<file path="src/rtl/dataflow_pkg.sv">
// Shared definitions for the valid/ready dataflow blocks (merge, branch, pipeline registers).
// Covers port count, merge FSM states and the packed-port slice layout.
package dataflow_pkg;

    localparam int DATAFLOW_PORTS = 2;

    typedef enum logic {
        IDLE   = 1'b0,
        LOCKED = 1'b1
    } merge_state_t;

    // Port k of a packed multi-port bus occupies bits [port_lsb(k, width) +: width].
    function automatic int port_lsb(input int port, input int width);
        return port * width;
    endfunction

endpackage

</file>
<file path="src/rtl/dataflow_register.sv">
// Single-entry valid/ready pipeline register carrying data, last and select.
// A new word is accepted whenever the slot is empty or being drained this cycle.
module dataflow_register #(
    parameter int WIDTH = 32
) (
    input  logic             clk,
    input  logic             reset,
    input  logic             push,
    input  logic [WIDTH-1:0] push_data,
    input  logic             push_last,
    input  logic             push_select,
    input  logic             ready,
    output logic             load,
    output logic             valid,
    output logic [WIDTH-1:0] data,
    output logic             last,
    output logic             select
);

    logic             valid_r;
    logic [WIDTH-1:0] data_r;
    logic             last_r;
    logic             select_r;

    assign load   = !valid_r || ready;
    assign valid  = valid_r;
    assign data   = data_r;
    assign last   = last_r;
    assign select = select_r;

    // Output slot: payload only changes when a word is pushed, so it is stable under backpressure.
    always_ff @(posedge clk) begin
        if (reset) begin
            valid_r  <= 1'b0;
            data_r   <= {WIDTH{1'b0}};
            last_r   <= 1'b0;
            select_r <= 1'b0;
        end else if (load) begin
            valid_r <= push;
            if (push) begin
                data_r   <= push_data;
                last_r   <= push_last;
                select_r <= push_select;
            end
        end
    end

endmodule

</file>
<file path="src/rtl/dataflow_merge.sv">
// Two-input round-robin packet merge: grant is held from the first word of a packet to its
// last word; the output word is registered and tagged with its source index.
module dataflow_merge
    import dataflow_pkg::*;
#(
    parameter int WIDTH = 32
) (
    input  logic                              clk,
    input  logic                              reset,
    input  logic [DATAFLOW_PORTS*WIDTH-1:0]   i_data,
    input  logic [DATAFLOW_PORTS-1:0]         i_last,
    input  logic [DATAFLOW_PORTS-1:0]         i_valid,
    output logic [DATAFLOW_PORTS-1:0]         i_ready,
    output logic [WIDTH-1:0]                  o_data,
    output logic                              o_last,
    output logic                              o_select,
    output logic                              o_valid,
    input  logic                              o_ready
);

    merge_state_t     state_r;
    merge_state_t     state_nxt_s;
    logic             lock_sel_r;
    logic             lock_sel_nxt_s;
    logic             prio_r;
    logic             prio_nxt_s;
    logic             grant_s;
    logic             load_s;
    logic             xfer_s;
    logic [WIDTH-1:0] word_s;
    logic             last_s;

    // Grant selection: a lone requester wins in IDLE, ties go to prio; a lock overrides everything.
    always_comb begin
        grant_s = prio_r;
        case (state_r)
            IDLE: begin
                if (i_valid == 2'b01) begin
                    grant_s = 1'b0;
                end else if (i_valid == 2'b10) begin
                    grant_s = 1'b1;
                end else begin
                    grant_s = prio_r;
                end
            end
            LOCKED:  grant_s = lock_sel_r;
            default: grant_s = prio_r;
        endcase
    end

    assign i_ready = {load_s && grant_s, load_s && !grant_s};
    assign xfer_s  = load_s && i_valid[grant_s];
    assign word_s  = grant_s ? i_data[port_lsb(1, WIDTH) +: WIDTH]
                             : i_data[port_lsb(0, WIDTH) +: WIDTH];
    assign last_s  = i_last[grant_s];

    // Next-state: the FSM only moves on a transfer, so backpressure freezes it.
    always_comb begin
        state_nxt_s    = state_r;
        lock_sel_nxt_s = lock_sel_r;
        prio_nxt_s     = prio_r;
        if (xfer_s) begin
            case (state_r)
                IDLE: begin
                    if (last_s) begin
                        prio_nxt_s = ~grant_s;
                    end else begin
                        state_nxt_s    = LOCKED;
                        lock_sel_nxt_s = grant_s;
                    end
                end
                LOCKED: begin
                    if (last_s) begin
                        state_nxt_s = IDLE;
                        prio_nxt_s  = ~lock_sel_r;
                    end else begin
                        state_nxt_s = LOCKED;
                    end
                end
                default: state_nxt_s = IDLE;
            endcase
        end else begin
            state_nxt_s = state_r;
        end
    end

    // Arbitration state registers.
    always_ff @(posedge clk) begin
        if (reset) begin
            state_r    <= IDLE;
            lock_sel_r <= 1'b0;
            prio_r     <= 1'b0;
        end else begin
            state_r    <= state_nxt_s;
            lock_sel_r <= lock_sel_nxt_s;
            prio_r     <= prio_nxt_s;
        end
    end

    dataflow_register #(
        .WIDTH(WIDTH)
    ) u_out_reg (
        .clk        (clk),
        .reset      (reset),
        .push       (xfer_s),
        .push_data  (word_s),
        .push_last  (last_s),
        .push_select(grant_s),
        .ready      (o_ready),
        .load       (load_s),
        .valid      (o_valid),
        .data       (o_data),
        .last       (o_last),
        .select     (o_select)
    );

endmodule

</file>
<file path="config.mk">
export PLATFORM = sky130hd
export DESIGN_NAME = dataflow_merge
export DESIGN_NICKNAME = d
export VERILOG_FILES = /design/src/rtl/dataflow_pkg.sv /design/src/rtl/dataflow_register.sv /design/src/rtl/dataflow_merge.sv
export SDC_FILE = /design/constraint.sdc
export NUM_CORES = 1
export LEC_CHECK = 0
export ABC_AREA = 1
export BUFFER_PORTS_ARGS = -buffer_cell sky130_fd_sc_hd__buf_2
export CORE_MARGIN = 4
export CORE_UTILIZATION = 39
export CTS_CLUSTER_DIAMETER = 100
export DETAILED_ROUTE_END_ITERATION = 10
export PLACE_DENSITY_LB_ADDON = 0.15
export SLEW_MARGIN = 20
export SYNTH_ARGS = -nofsm -noshare
export SYNTH_HDL_FRONTEND = slang
export SYNTH_SLANG_ARGS = --single-unit
</file>
<file path="constraint.sdc">
create_clock -name clk -period 1.2 [get_ports clk]
set_input_delay 0.06 -clock clk [delete_from_list [all_inputs] [get_ports clk]]
set_output_delay 0.06 -clock clk [all_outputs]
set_load 0.1 [all_outputs]
</file>
# After elaboration in Yosys (flattened, before gate mapping)
# Index checks and enable logic that the tools add are counted.
# totals
regBits	38
in_bits	71
out_inout_bits	37
elab_cells	37
# op_classes
magnitude_cmp	1
n_eq_ne	4
mux	12
bitwise	4
reduce_logical	9
# ops
op	count
$mux W32	1
$mux W1	9
$reduce_and A3 Y1	2
$ne A2 B1 Y1 const B	2
$not A1 Y1	4
$pmux W1 S2	2
$logic_and A1 B1 Y1	3
$eq A2 B1 Y1 const B	1
$eq A2 B2 Y1 const B	1
$logic_not A1 Y1	2
$lt A1 B2 Y1 const B	1
$reduce_and A2 Y1	1
$logic_or A1 B1 Y1	1

# Depth between registers and ports, before layout
# Gate-level depths: netlist (run 1).
# logic_depth
ltp_word	8
mapped_depth	11
mapped_depth_nobuf	11

# By module
# Synthesis (run 1) repeated with hierarchy kept, for this count alone.
# hier_totals
hier_cells	364
hier_area_um2	2287.2
# modules_own_cells
mod	instances	cells_per_inst	area_per_inst_um2	seq_area_each_um2
dataflow_register	1	228	1645.3	700.7
dataflow_merge	1	136	641.9	60.1

# Worst setup path after synthesis (run 1)
# OpenSTA, ideal clock, no wires.
# synth_path
kind	register -> output
startpoint	register u_out_reg.valid_r, in the netlist u_out_reg.valid
endpoint	output i_ready[0]
t_arrival_ns	2.198
required_ns	1.140
slack_ns	-1.058
stages_incl_launch_ff	5
n_path_buf	0
path_cell_list	dfxtp_1 > inv_1 > or2_2 > inv_1 > nor2_1
# synth_via
elab_chain_cells	3
# synth_lines
element	line_no	rtl
start, declared	dataflow_register.sv:20	logic valid_r;
start signal, assigned	dataflow_register.sv:39	valid_r <= push;
$logic_not A1 Y1	dataflow_register.sv:25	assign load = !valid_r || ready;
$logic_or A1 B1 Y1	dataflow_register.sv:25	
$logic_and A1 B1 Y1	dataflow_merge.sv:51	assign i_ready = {load_s && grant_s, load_s && !grant_s};
end, declared	dataflow_merge.sv:13	output logic [DATAFLOW_PORTS-1:0] i_ready,
# Every way passes these cells.

# Worst setup path in the final report (run 1)
# layout_path
startpoint	register state_r
endpoint	output i_ready[1]
# layout_via
elab_chain_cells	3
# layout_lines
element	line_no	rtl
start, declared	dataflow_merge.sv:21	merge_state_t state_r;
start signal, assigned	dataflow_merge.sv:94	state_r <= state_nxt_s;
$not A1 Y1 (no source line)	-	
$pmux W1 S2 *	dataflow_merge.sv:36	case (state_r)
$logic_and A1 B1 Y1 *	dataflow_merge.sv:51	
# Mark *: on every way between the ends. The rest lies on a longest branch, timed or not.

==> results by group, run 1 <==
Outcome
  • Status: complete, but fails checks
  • Failing checks: setup timing

Pwr
  • Power Density: 1800 nW/um2
  • LEAKAGE: 0.00159 uW
  • Peak supply drop: 1.02 mV

STA
  • Worst-Margin Slew: ~0.51 ns
  • Setup TNS Final: -8.97 ns
  • Final setup margin: -0.275 ns
  • Fin crit share: 123%
  • Min Tclk post-route: 1.47 ns
  • Final Setup Violations: 39
  • Fin. Hold Viols: 0
  • Clock skew: 0.00402 ns
  • Unrepaired setup endpoints after global routing: true
  • F_max: 678 MHz
  • Max-slew violation count: 0
  • Slew HR: between 60% and 70%
  • Hold WS: 0.0844 ns

Synth
  • Top cells by area, synth: dfxtp_1 (42%), nand2_1 (22%), nor2_1 (14%)
  • Netlist Area Pre-Place: 1800 um2
  • Synth area leader: dfxtp_1
  • Top FF cell, synth: dfxtp_1
  • Number of library cell types mapped by synthesis: 18
  • Sequential share of the synthesized area: 42.2%
  • Most common cell in the netlist: nand2_1
  • Post-synth top area share: a little over two fifths
  • Syn_area_per_cell: 6.30 um2
  • Gate count after technology mapping: about 290
  • EDFF count, synth: 0
  • Post-synthesis register bit count: 38
  • Synth warn: 0
  • Post-synth top cells: nand2_1 (107), nor2_1 (67), dfxtp_1 (38)
  • Post-synth ARST share: 0%
  • Total nets after synthesis: 357

Route
  • Final ANT Viol Nets: 0
  • Routed via count: 2186
  • Starting DRT DRC Count: 66
  • Final wirelength: 5670 um
  • Pre-antenna DRT Iters: 4
  • Remaining DRCs: 0
  • Wirelength per Cell: 12.2 um
  • Detail-routed via count per cell: 4.70

Worst setup path
  • Critical Path Source: state_r
  • Max incr delay on CP: 0.33 ns
  • Critical-path cell list: a21oi_2, nand2_2, nand2_4, buf_6, inv_6, buf_12, nor2_4, buf_12
  • WP data arrival: 1.41 ns
  • Critical Path Sink Type: output pin
  • Crit. path cell count: 8
  • Critical Path Fanout Max: 4
  • Top Family by Delay on Critical Path: buffers and inverters
  • Critical path buffers and inverters: 4
  • CP Launch Type: flip-flop
  • Critical path's slowest cell: dfxtp_2
  • Reg-to-reg startpoint: prio_r
  • Reg2reg end: u_out_reg.data[3]
  • R2R cell count: 10
  • CP Data Required Time: 1.14 ns
  • Most common cell on crit path: buf_12
  • R2R Setup Slk: -0.26 ns
  • Critical path destination: i_ready[1]
  • Class of the most critical setup path: flip-flop to output pin

Placement
  • HPWL Detailed: 3880 um
  • Global placement routability congestion: 0.753
  • Placed Area: 2520 um2
  • Port bufs: 107

CTS
  • Root Driver: clkbuf_8
  • Inserted Clock Buffers: 5
  • CTS tree: built
  • Clock buffer depth: 2
  • Max H-tree Level: 2
  • Clock transition at path regs: 0.07 ns
  • Clock net sink count: 38
  • Clock Latency Late Sink: 0.29 ns

Floorplan
  • Core area: approximately 4400 um2
  • Die X: 76.0 um
  • Chip Height: 76.0 um
  • Initial Util: 40.8%
  • Top Ports: 108
  • Row count: 24
  • Die area: 5770 um2

Hold path
  • HP Start: i_data[31]
  • HP Class: input pin to flip-flop

Layout
  • Area delta synth->final: 60.8%
  • Antenna cells: 0
  • Post-route design area: 2900 um2
  • Multi-input logic area: 1010 um2
  • Fillers: 406
  • Nets: just under 500
  • Share of cells above drive strength 1: a little over two fifths
  • FF/Latch Area: 768 um2

Global routing
  • Total gr overflow: 0
  • Initial antenna violation count: 0
  • Tot GR Track Use: 18.9%
  • First-pass GRT wire length: roughly 9200 um
  • Vias in the first global route: 2128
  • Pin count of the biggest net entering global routing: 25

Job
  • Max Cap Viol: 0
[final cells by class]
| cell class | count | area share, % |
|---|---|---|
| clock buffers | 7 | 2.63 |
| multi-input cells | 223 | 34.8 |
| well taps | 52 | 2.25 |
| inverters | 9 | 1.60 |
| flip-flops and latches | 38 | 26.5 |
| repair buffers | 136 | 32.2 |
[logic make-up (layout without fill, tap and decap cells)]
| kind of cell | Yosys count | after routing | synth area share [%] |
|---|---|---|---|
| flip-flops | 38 | 38 | 42.2 |
| AO/OA/AOI/OAI | 40 | 40 | 11.3 |
| AND/OR/NAND/NOR | 183 | 183 | 39.7 |
| buffers and inverters | 25 | 152 | 6.81 |
[routing by layer]
layer / routed length [um] / global-route usage (%) / vias to the layer above / share of wire [%]
met5: 0 / 0 / - / 0
met1: 2310 / 20.8 / 958 / 41
met4: 126 / 7.47 / 0 / 2.2
met2: 2830 / 33.5 / 71 / 50
li1: - / - / 1143 / -
met3: 407 / 5.79 / 14 / 7.2
[through the flow]
stage               utilization (%)  cells  worst slack (ns)  total power, uW
floorplan                         -    286            -0.313             3520
global placement               57.1    444            -0.142             4060
detailed placement             57.1    444            -0.169             4080
CTS                            64.3    464            -0.264             5170
global route                   65.6    465            -0.362             5470
finish                         65.6    465            -0.275             5210
[placed cells by master, fill, tap and decap left out, types with 3 or more instances in the layout]
cell	instances
clkbuf_8	5
nand2_2	3
nor2_2	19
o21ai_1	23
buf_2	105
nand2_1	105
buf_12	6
dfxtp_1	34
nor2_1	45
buf_4	14
dfxtp_2	3
nor2_4	3
buf_6	5
o21ai_0	9
nand3_1	3
a21oi_1	5
inv_1	5
[flip-flops by register name (all words and copies together) (netlist names)]
signal and cells:
lock_sel_r 1, u_out_reg.last 1, prio_r 1, u_out_reg.data 32, state_r 1, u_out_reg.valid 1
u_out_reg.select 1
[worst min path at each step]
stage	depth (start not counted)	to
2_1_floorplan	1	u_out_reg.select
3_3_place_gp	2	u_out_reg.select
3_5_place_dp	2	u_out_reg.select
4_1_cts	5	u_out_reg.data[31]
5_1_grt	5	u_out_reg.data[14]
6_report	5	u_out_reg.data[31]
[report_power, final]
group	total [uW]	internal, uW	switching, uW
sequential	1540	1450	93.1
combinational	2850	785	2070
clock	820	400	420
[timing repair]
action	CTS	global route
endpoints found under the setup margin	38	40
gates cloned	3	1
pin swaps	4	3
gates resized for setup	44	20
setup buffers	10	0
hold endpoints to repair	3	0
hold buffers	1	0
[worst register-to-register path, cell delays in order, from the launching register on]
cell and delay, ns:
dfxtp_2 0.33, inv_2 0.05, nand2_2 0.05, nand2_2 0.10, buf_6 0.10, nand4_1 0.16, nand2_4 0.22, inv_8 0.07
clkbuf_16 0.16, nor2_2 0.08, nor2_1 0.05
Note: power is estimated with default switching activity, not from simulation.
==> inputs of run 2 (changes only) <==
- ABC_AREA: 1 -> not set
==> run 2 against run 1 <==
Compared with the run above:
- the run still ends with setup timing left
- largest power group unchanged
- utilization up 11 points
- routed wire length up 46%
- count of clock-buffer cells in the layout up 1
- highest routed layer unchanged
==> results by group, run 2 <==
Outcome
  • Status: complete, but fails checks
  • Failing checks: setup timing

Worst setup path
  • Critical Path Source: state_r
  • CP Data Required Time: 1.41 ns (+0.27 ns)
  • Class of the most critical setup path: flip-flop to flip-flop
  • Critical-path cell list: buf_6, buf_6, a211oi_4, buf_6, buf_12, buf_16, nor2_1, a211oi_2
  • Reg-to-reg startpoint: state_r
  • R2R cell count: 8 (-2)
  • Critical Path Sink Type: flip-flop
  • CP Launch Type: flip-flop
  • Most common cell on crit path: buf_6
  • Reg2reg end: u_out_reg.data[10]
  • WP data arrival: 1.80 ns (+0.39 ns)
  • R2R Setup Slk: -0.39 ns (-0.13 ns)
  • Critical path's slowest cell: dfxtp_2
  • Max incr delay on CP: 0.34 ns (about the same)
  • Critical path destination: u_out_reg.data[10]
  • Critical Path Fanout Max: 4 (unchanged)

Global routing
  • Initial antenna violation count: 0 (unchanged)
  • Vias in the first global route: 2295 (+7.8%)
  • Total gr overflow: 0 (unchanged)
  • First-pass GRT wire length: 11500 um (+25%)
  • Tot GR Track Use: 23.6% (+4.7 points)
  • Pin count of the biggest net entering global routing: 21 (-16%)

Pwr
  • Clock share of power: 14.8% (-0.9 points)
  • Sequential share of power: 22.7% (-6.9 points)
  • Comb power frac: 62.4% (+7.7 points)
  • Peak supply drop: 1.07 mV (+4.9%)
  • LEAKAGE: 0.00154 uW (-3.3%)
  • Total internal power: 3570 uW (+35%)
  • Power Density: 1980 nW/um2 (+9.8%)
  • Sw frac: 50.0% (+0.55 points)
  • P_sw: 3570 uW (+39%)

STA
  • Fin. Hold Viols: 0 (unchanged)
  • Clock skew: 0.00635 ns (+0.00232 ns)
  • Min Tclk post-route: 1.59 ns (+0.116 ns)
  • Final Setup Violations: 39 (unchanged)
  • Worst-Margin Slew: 0.537 ns (+0.0301 ns)
  • Slew HR: 64.2% (-2.3 points)
  • F_max: 628 MHz (-7.3%)
  • Max-slew violation count: 0 (unchanged)
  • Fin crit share: 133% (+9.7 points)
  • Final setup margin: -0.391 ns (-0.116 ns)
  • Unrepaired setup endpoints after global routing: true

Synth
  • Synth area leader: dfxtp_1
  • Synth warn: 0 (unchanged)
  • Sequential share of the synthesized area: 40.4% (-1.9 points)
  • Total nets after synthesis: 297 (-17%)
  • Syn_area_per_cell: 8.34 um2 (+32%)
  • Number of library cell types mapped by synthesis: 32 (+14)
  • Post-synthesis register bit count: 38 (unchanged)
  • Post-synth top area share: 40.4% (-1.9 points)
  • Gate count after technology mapping: 226 (-21%)
  • Top FF cell, synth: dfxtp_1
  • Most common cell in the netlist: dfxtp_1
  • Post-synth ARST share: 0% (unchanged)
  • EDFF count, synth: 0 (unchanged)
  • Netlist Area Pre-Place: 1880 um2 (+4.6%)
  • Post-synth top cells: dfxtp_1 (38), a31oi_1 (31), o21ai_0 (24)
  • Top cells by area, synth: dfxtp_1 (40%), a31oi_1 (10%), o21ai_0 (6.4%)

Route
  • Detail-routed via count per cell: 5.76 (+22%)
  • Met3 wire length: 604 um (+48%)
  • Wirelength per Cell: 19.6 um (+60%)
  • Final wirelength: 8280 um (+46%)
  • Top Metal Used: met4
  • Starting DRT DRC Count: 135 (+100%)
  • Detail Route met2 WL: 4270 um (+51%)
  • Routed via count: 2435 (+11%)
  • Remaining DRCs: 0 (unchanged)
  • Final ANT Viol Nets: 0 (unchanged)
  • Met1 WL: 3320 um (+44%)
  • Pre-antenna DRT Iters: 4 (unchanged)

Placement
  • HPWL Detailed: 4470 um (+15%)
  • DP Worst Slack: -0.298 ns (-0.129 ns)
  • Placed cells: 392 (-12%)
  • Placed Area: 2780 um2 (+10%)
  • Port bufs: 107 (unchanged)
  • Global placement routability congestion: 0.802 (+6.6%)

Layout
  • Post-route insts no fill: 423 (-9.0%)
  • Area delta synth->final: 91.7%
  • Most frequent cells in the layout: buf_2 (101), dfxtp_1 (33), buf_4 (26), o21ai_1 (24), a21oi_1 (17)
  • Antenna cells: 0 (unchanged)
  • Nets: 439 (-9.3%)
  • Post-route design area: 3610 um2 (+25%)
  • Share of cells above drive strength 1: 62.6% (+19 points)
  • Commonest non-fill, non-tap cell in the layout: buf_2
  • Fillers: 317 (-22%)
  • Largest register FFs: 32 (unchanged)

Hold path
  • HP Start: i_data[22]
  • HP Class: input pin to flip-flop

Floorplan
  • Die area: 6010 um2 (+4.1%)
  • Initial Util: 40.2% (-0.66 points)
  • Die X: 77.5 um (+2.0%)
  • Chip Height: 77.5 um (+2.0%)
  • Core area: 4690 um2 (+6.3%)
  • Row count: 25 (+4.2%)
  • Top Ports: 108 (unchanged)

Job
  • Max Cap Viol: 0 (unchanged)

CTS
  • Max H-tree Level: 2 (unchanged)
  • Root Driver: clkbuf_8
  • Clock transition at path regs: 0.08 ns (about the same)
  • Clock Latency Late Sink: 0.29 ns (about the same)
  • CTS tree: built
  • Clock net sink count: 38 (unchanged)
  • Clock buffer depth: 2 (unchanged)
  • Inserted Clock Buffers: 5 (unchanged)
[run 2: what timing repair did]
item                       in CTS  in global routing
gates cloned                    4                  4
setup endpoints to repair      39                 42
resized for setup              56                 37
hold buffers                    0                  0
pin swaps                      20                 14
buffers inserted               13                  4
[run 2: logic make-up (layout without fill, tap and decap cells)]
| kind of cell | Yosys count | count (layout) | synth area share, % |
|---|---|---|---|
| AOI/OAI and AO/OA | 126 | 126 | 44.1 |
| DFF | 38 | 38 | 40.4 |
| and+or+nand+nor | 35 | 35 | 8.57 |
| buffers and inverters | 26 | 169 | 6.44 |
| muxes | 1 | 1 | 0.531 |
[run 2: per-stage QoR]
stage               hold slack, ns  util (%)  power, uW  TNS [ns]
global placement             0.329      59.2       5060     -7.73
global route                0.0214      77.0       7410    -13.66
finish                      0.0283      77.0       7140    -12.01
floorplan                    0.163         -       4250    -11.41
CTS                         0.0229      70.3       6680     -9.34
detailed placement           0.335      59.2       5080     -8.81
[run 2: area by class of cell]
class                           count  area, um2  area share [%]
Timing Repair Buffer              159       1260            35.0
Inverter                            2       7.51           0.208
Multi-Input combinational cell    162       1390            38.6
Tap cell                           54       67.6            1.87
Clock buffer                        8        110            3.05
Sequential cell                    38        769            21.3
[run 2: how the worst min path moves through the flow]
stage          slack (ns)                 end  cells after the start
2_1_floorplan        0.16              prio_r                      1
3_3_place_gp         0.33  u_out_reg.data[26]                      3
3_5_place_dp         0.33  u_out_reg.data[23]                      3
4_1_cts              0.02  u_out_reg.data[27]                      3
5_1_grt              0.02  u_out_reg.data[22]                      3
6_report             0.03  u_out_reg.data[22]                      3
[run 2: power by group through the flow]
stage               clock network, uW  registers [uW]  logic (uW)
global placement                    0            1620        3440
finish                           1060            1620        4460
detailed placement                  0            1620        3460
floorplan                           0            3040        1210
CTS                              1060            1610        4010
global route                     1140            1650        4620
[run 2: metal layers]
layer  vias up  GRT usage, %
met5         -             0
met3         8          5.34
met2       119          39.7
met4         0          8.36
met1      1165          29.5
li1       1143             -
[run 2: worst max-delay path: cells and delay by family, from the launching register on]
kind | cells | cell delay [ns]
AOI/OAI and AO/OA | 2 | 0.46
buffers and inverters | 5 | 0.63
DFF | 1 | 0.34
and+or+nand+nor | 1 | 0.07
==> inputs of run 3 (changes only) <==
- MAX_ROUTING_LAYER: not set -> met4
==> run 3 against run 2 <==
Compared with the run above:
- the flow still finishes with violations (setup timing)
- global-route usage up 0.70 points
- first-iteration DRC count grew 26%
- design area down 2.5%
- critical path depth down 2
- fmax fell by 1.2%
- utilization is 1.9 points lower
- cell count did not move
- sequential cell count did not move
- largest cell class unchanged
- sequential share of layout area grew 0.54 points
- critical path type unchanged
- register-to-register slack lost 0.02 ns
==> results by group, run 3 (synthesis gave the netlist of run 2 again) <==
Outcome
  • Status: complete, but fails checks
  • Failing checks: setup timing

Pwr
  • LEAKAGE: 0.00152 uW (-1.2%)
  • P_sw: 3500 uW (-1.9%)
  • Total internal power: 3520 uW (-1.5%)
  • Sequential share of power: 23.1% (+0.4 points)
  • Clock share of power: 15.1% (+0.3 points)
  • Sw frac: 49.9% (-0.10 points)
  • Power Density: 1990 nW/um2 (+0.76%)
  • Comb power frac: 61.8% (-0.6 points)
  • Peak supply drop: 1.14 mV (+6.2%)

Layout
  • Commonest non-fill, non-tap cell in the layout: buf_2
  • Share of cells above drive strength 1: 61.5% (-1.1 points)
  • Post-route insts no fill: 423 (unchanged)
  • Most frequent cells in the layout: buf_2 (102), dfxtp_1 (33), buf_4 (29), o21ai_1 (26), a21oi_1 (18)
  • Antenna cells: 0 (unchanged)
  • Largest register FFs: 32 (unchanged)
  • Post-route design area: 3520 um2 (-2.5%)
  • Area delta synth->final: 87.0%
  • Nets: 439 (unchanged)

Floorplan
  • Die X: 77.5 um (unchanged)
  • Initial Util: 40.2% (unchanged)
  • Row count: 25 (unchanged)
  • Chip Height: 77.5 um (unchanged)
  • Die area: 6010 um2 (unchanged)
  • Core area: 4690 um2 (unchanged)
  • Top Ports: 108 (unchanged)

STA
  • Hold WS: 0.0210 ns (-0.00732 ns)
  • Final Setup Violations: 39 (unchanged)
  • Clock skew: 0.00656 ns (+0.000211 ns)
  • Min Tclk post-route: 1.61 ns (+0.0189 ns)
  • Fin crit share: 134% (+1.6 points)
  • Max-slew violation count: 0 (unchanged)
  • F_max: 621 MHz (-1.2%)
  • Slew HR: 64.7% (+0.56 points)
  • Fin. Hold Viols: 0 (unchanged)
  • Worst-Margin Slew: 0.529 ns (-0.00840 ns)
  • Final setup margin: -0.410 ns (-0.0189 ns)
  • Unrepaired setup endpoints after global routing: true

Worst setup path
  • Critical Path Fanout Max: 10 (+6)
  • CP Data Required Time: 1.38 ns (-0.03 ns)
  • Top Family by Delay on Critical Path: compound AO/OA/AOI/OAI gates
  • CP Launch Type: flip-flop
  • Critical path's slowest cell: a211o_4
  • Critical-path cell list: buf_4, buf_4, a211o_4, buf_12, a31oi_2, a211oi_2
  • Class of the most critical setup path: flip-flop to flip-flop
  • Most common cell on crit path: buf_4
  • Max incr delay on CP: 0.38 ns (+0.04 ns)
  • WP data arrival: 1.79 ns (about the same)
  • Critical path buffers and inverters: 3 (-2)
  • Critical Path Sink Type: flip-flop

Hold path
  • HP Class: input pin to flip-flop

Route
  • Starting DRT DRC Count: 170 (+26%)
  • Routed via count: 2500 (+2.7%)
  • Wirelength per Cell: 19.0 um (-2.7%)
  • Remaining DRCs: 0 (unchanged)
  • Final ANT Viol Nets: 0 (unchanged)
  • Pre-antenna DRT Iters: 4 (unchanged)
  • Final wirelength: 8050 um (-2.7%)
  • Detail-routed via count per cell: 5.91 (+2.7%)

CTS
  • Clock transition at path regs: 0.07 ns (about the same)
  • Clock Latency Late Sink: 0.30 ns (about the same)
  • Clock net sink count: 38 (unchanged)
  • Root Driver: clkbuf_8
  • CTS tree: built
  • Inserted Clock Buffers: 5 (unchanged)
  • Max H-tree Level: 2 (unchanged)
  • Clock buffer depth: 2 (unchanged)

Global routing
  • Initial antenna violation count: 0 (unchanged)
  • First-pass GRT wire length: 11400 um (-0.12%)
  • Vias in the first global route: 2307 (+0.52%)
  • Total gr overflow: 0 (unchanged)
  • Tot GR Track Use: 24.3% (+0.70 points)
  • Pin count of the biggest net entering global routing: 21 (unchanged)

Placement
  • Global placement routability congestion: 0.814 (+1.5%)
  • HPWL Detailed: 4470 um (unchanged)
  • Port bufs: 107 (unchanged)
  • Placed cells: 392 (unchanged)
  • Placed Area: 2780 um2 (unchanged)

Job
  • Max Cap Viol: 0 (unchanged)
-- run 3: cell type report --
class	instances	area [um2]
fillers	337	1170
repair buffers	159	1240
inverters	2	7.51
well taps	54	67.6
clock buffers	8	110
multi-input cells	162	1330
flip-flops and latches	38	769
-- run 3: worst reg2reg max path: stages, from the launching register on --
cell and delay, ns:
dfxtp_2 0.34, buf_4 0.15, buf_4 0.14, a211o_4 0.38
buf_12 0.18, a31oi_2 0.20, a211oi_2 0.11
-- run 3: final timing paths --
check / start / to / slack (ns) / cells past startpoint
min: i_data[22] / u_out_reg.data[22] / 0.02 / 3
max reg2reg: state_r / u_out_reg.data[9] / -0.41 / 6
min reg2reg: u_out_reg.select / u_out_reg.select / 0.47 / 2
max: state_r / u_out_reg.data[9] / -0.41 / 6
-- run 3: per-stage QoR --
step | utilization (%) | power [uW] | setup TNS (ns) | setup WS (ns)
floorplan | - | 4250 | -11.41 | -0.374
global placement | 59.2 | 5060 | -7.73 | -0.263
detailed placement | 59.2 | 5080 | -8.81 | -0.298
CTS | 70.3 | 6680 | -9.34 | -0.339
global route | 75.1 | 7280 | -13.84 | -0.432
finish | 75.1 | 7020 | -12.80 | -0.410
-- run 3: metal layers --
layer	track usage (%)	routed length, um
met1	29.8	3250
met2	39.9	4060
met3	5.68	588
met4	7.30	150
met5	-	0
-- run 3: what timing repair did --
item | CTS | global route
gates resized for setup | 56 | 22
buffers inserted | 13 | 4
setup endpoints to repair | 39 | 42
hold buffers | 0 | 0
pin swaps | 20 | 10
gates cloned | 4 | 3
-- run 3: power by group through the flow --
stage | clock, uW | sequential (uW) | combinational (uW)
6_report | 1060 | 1620 | 4340
2_1_floorplan | 0 | 3040 | 1210
3_3_place_gp | 0 | 1620 | 3440
5_1_grt | 1130 | 1640 | 4510
3_5_place_dp | 0 | 1620 | 3460
4_1_cts | 1060 | 1610 | 4010
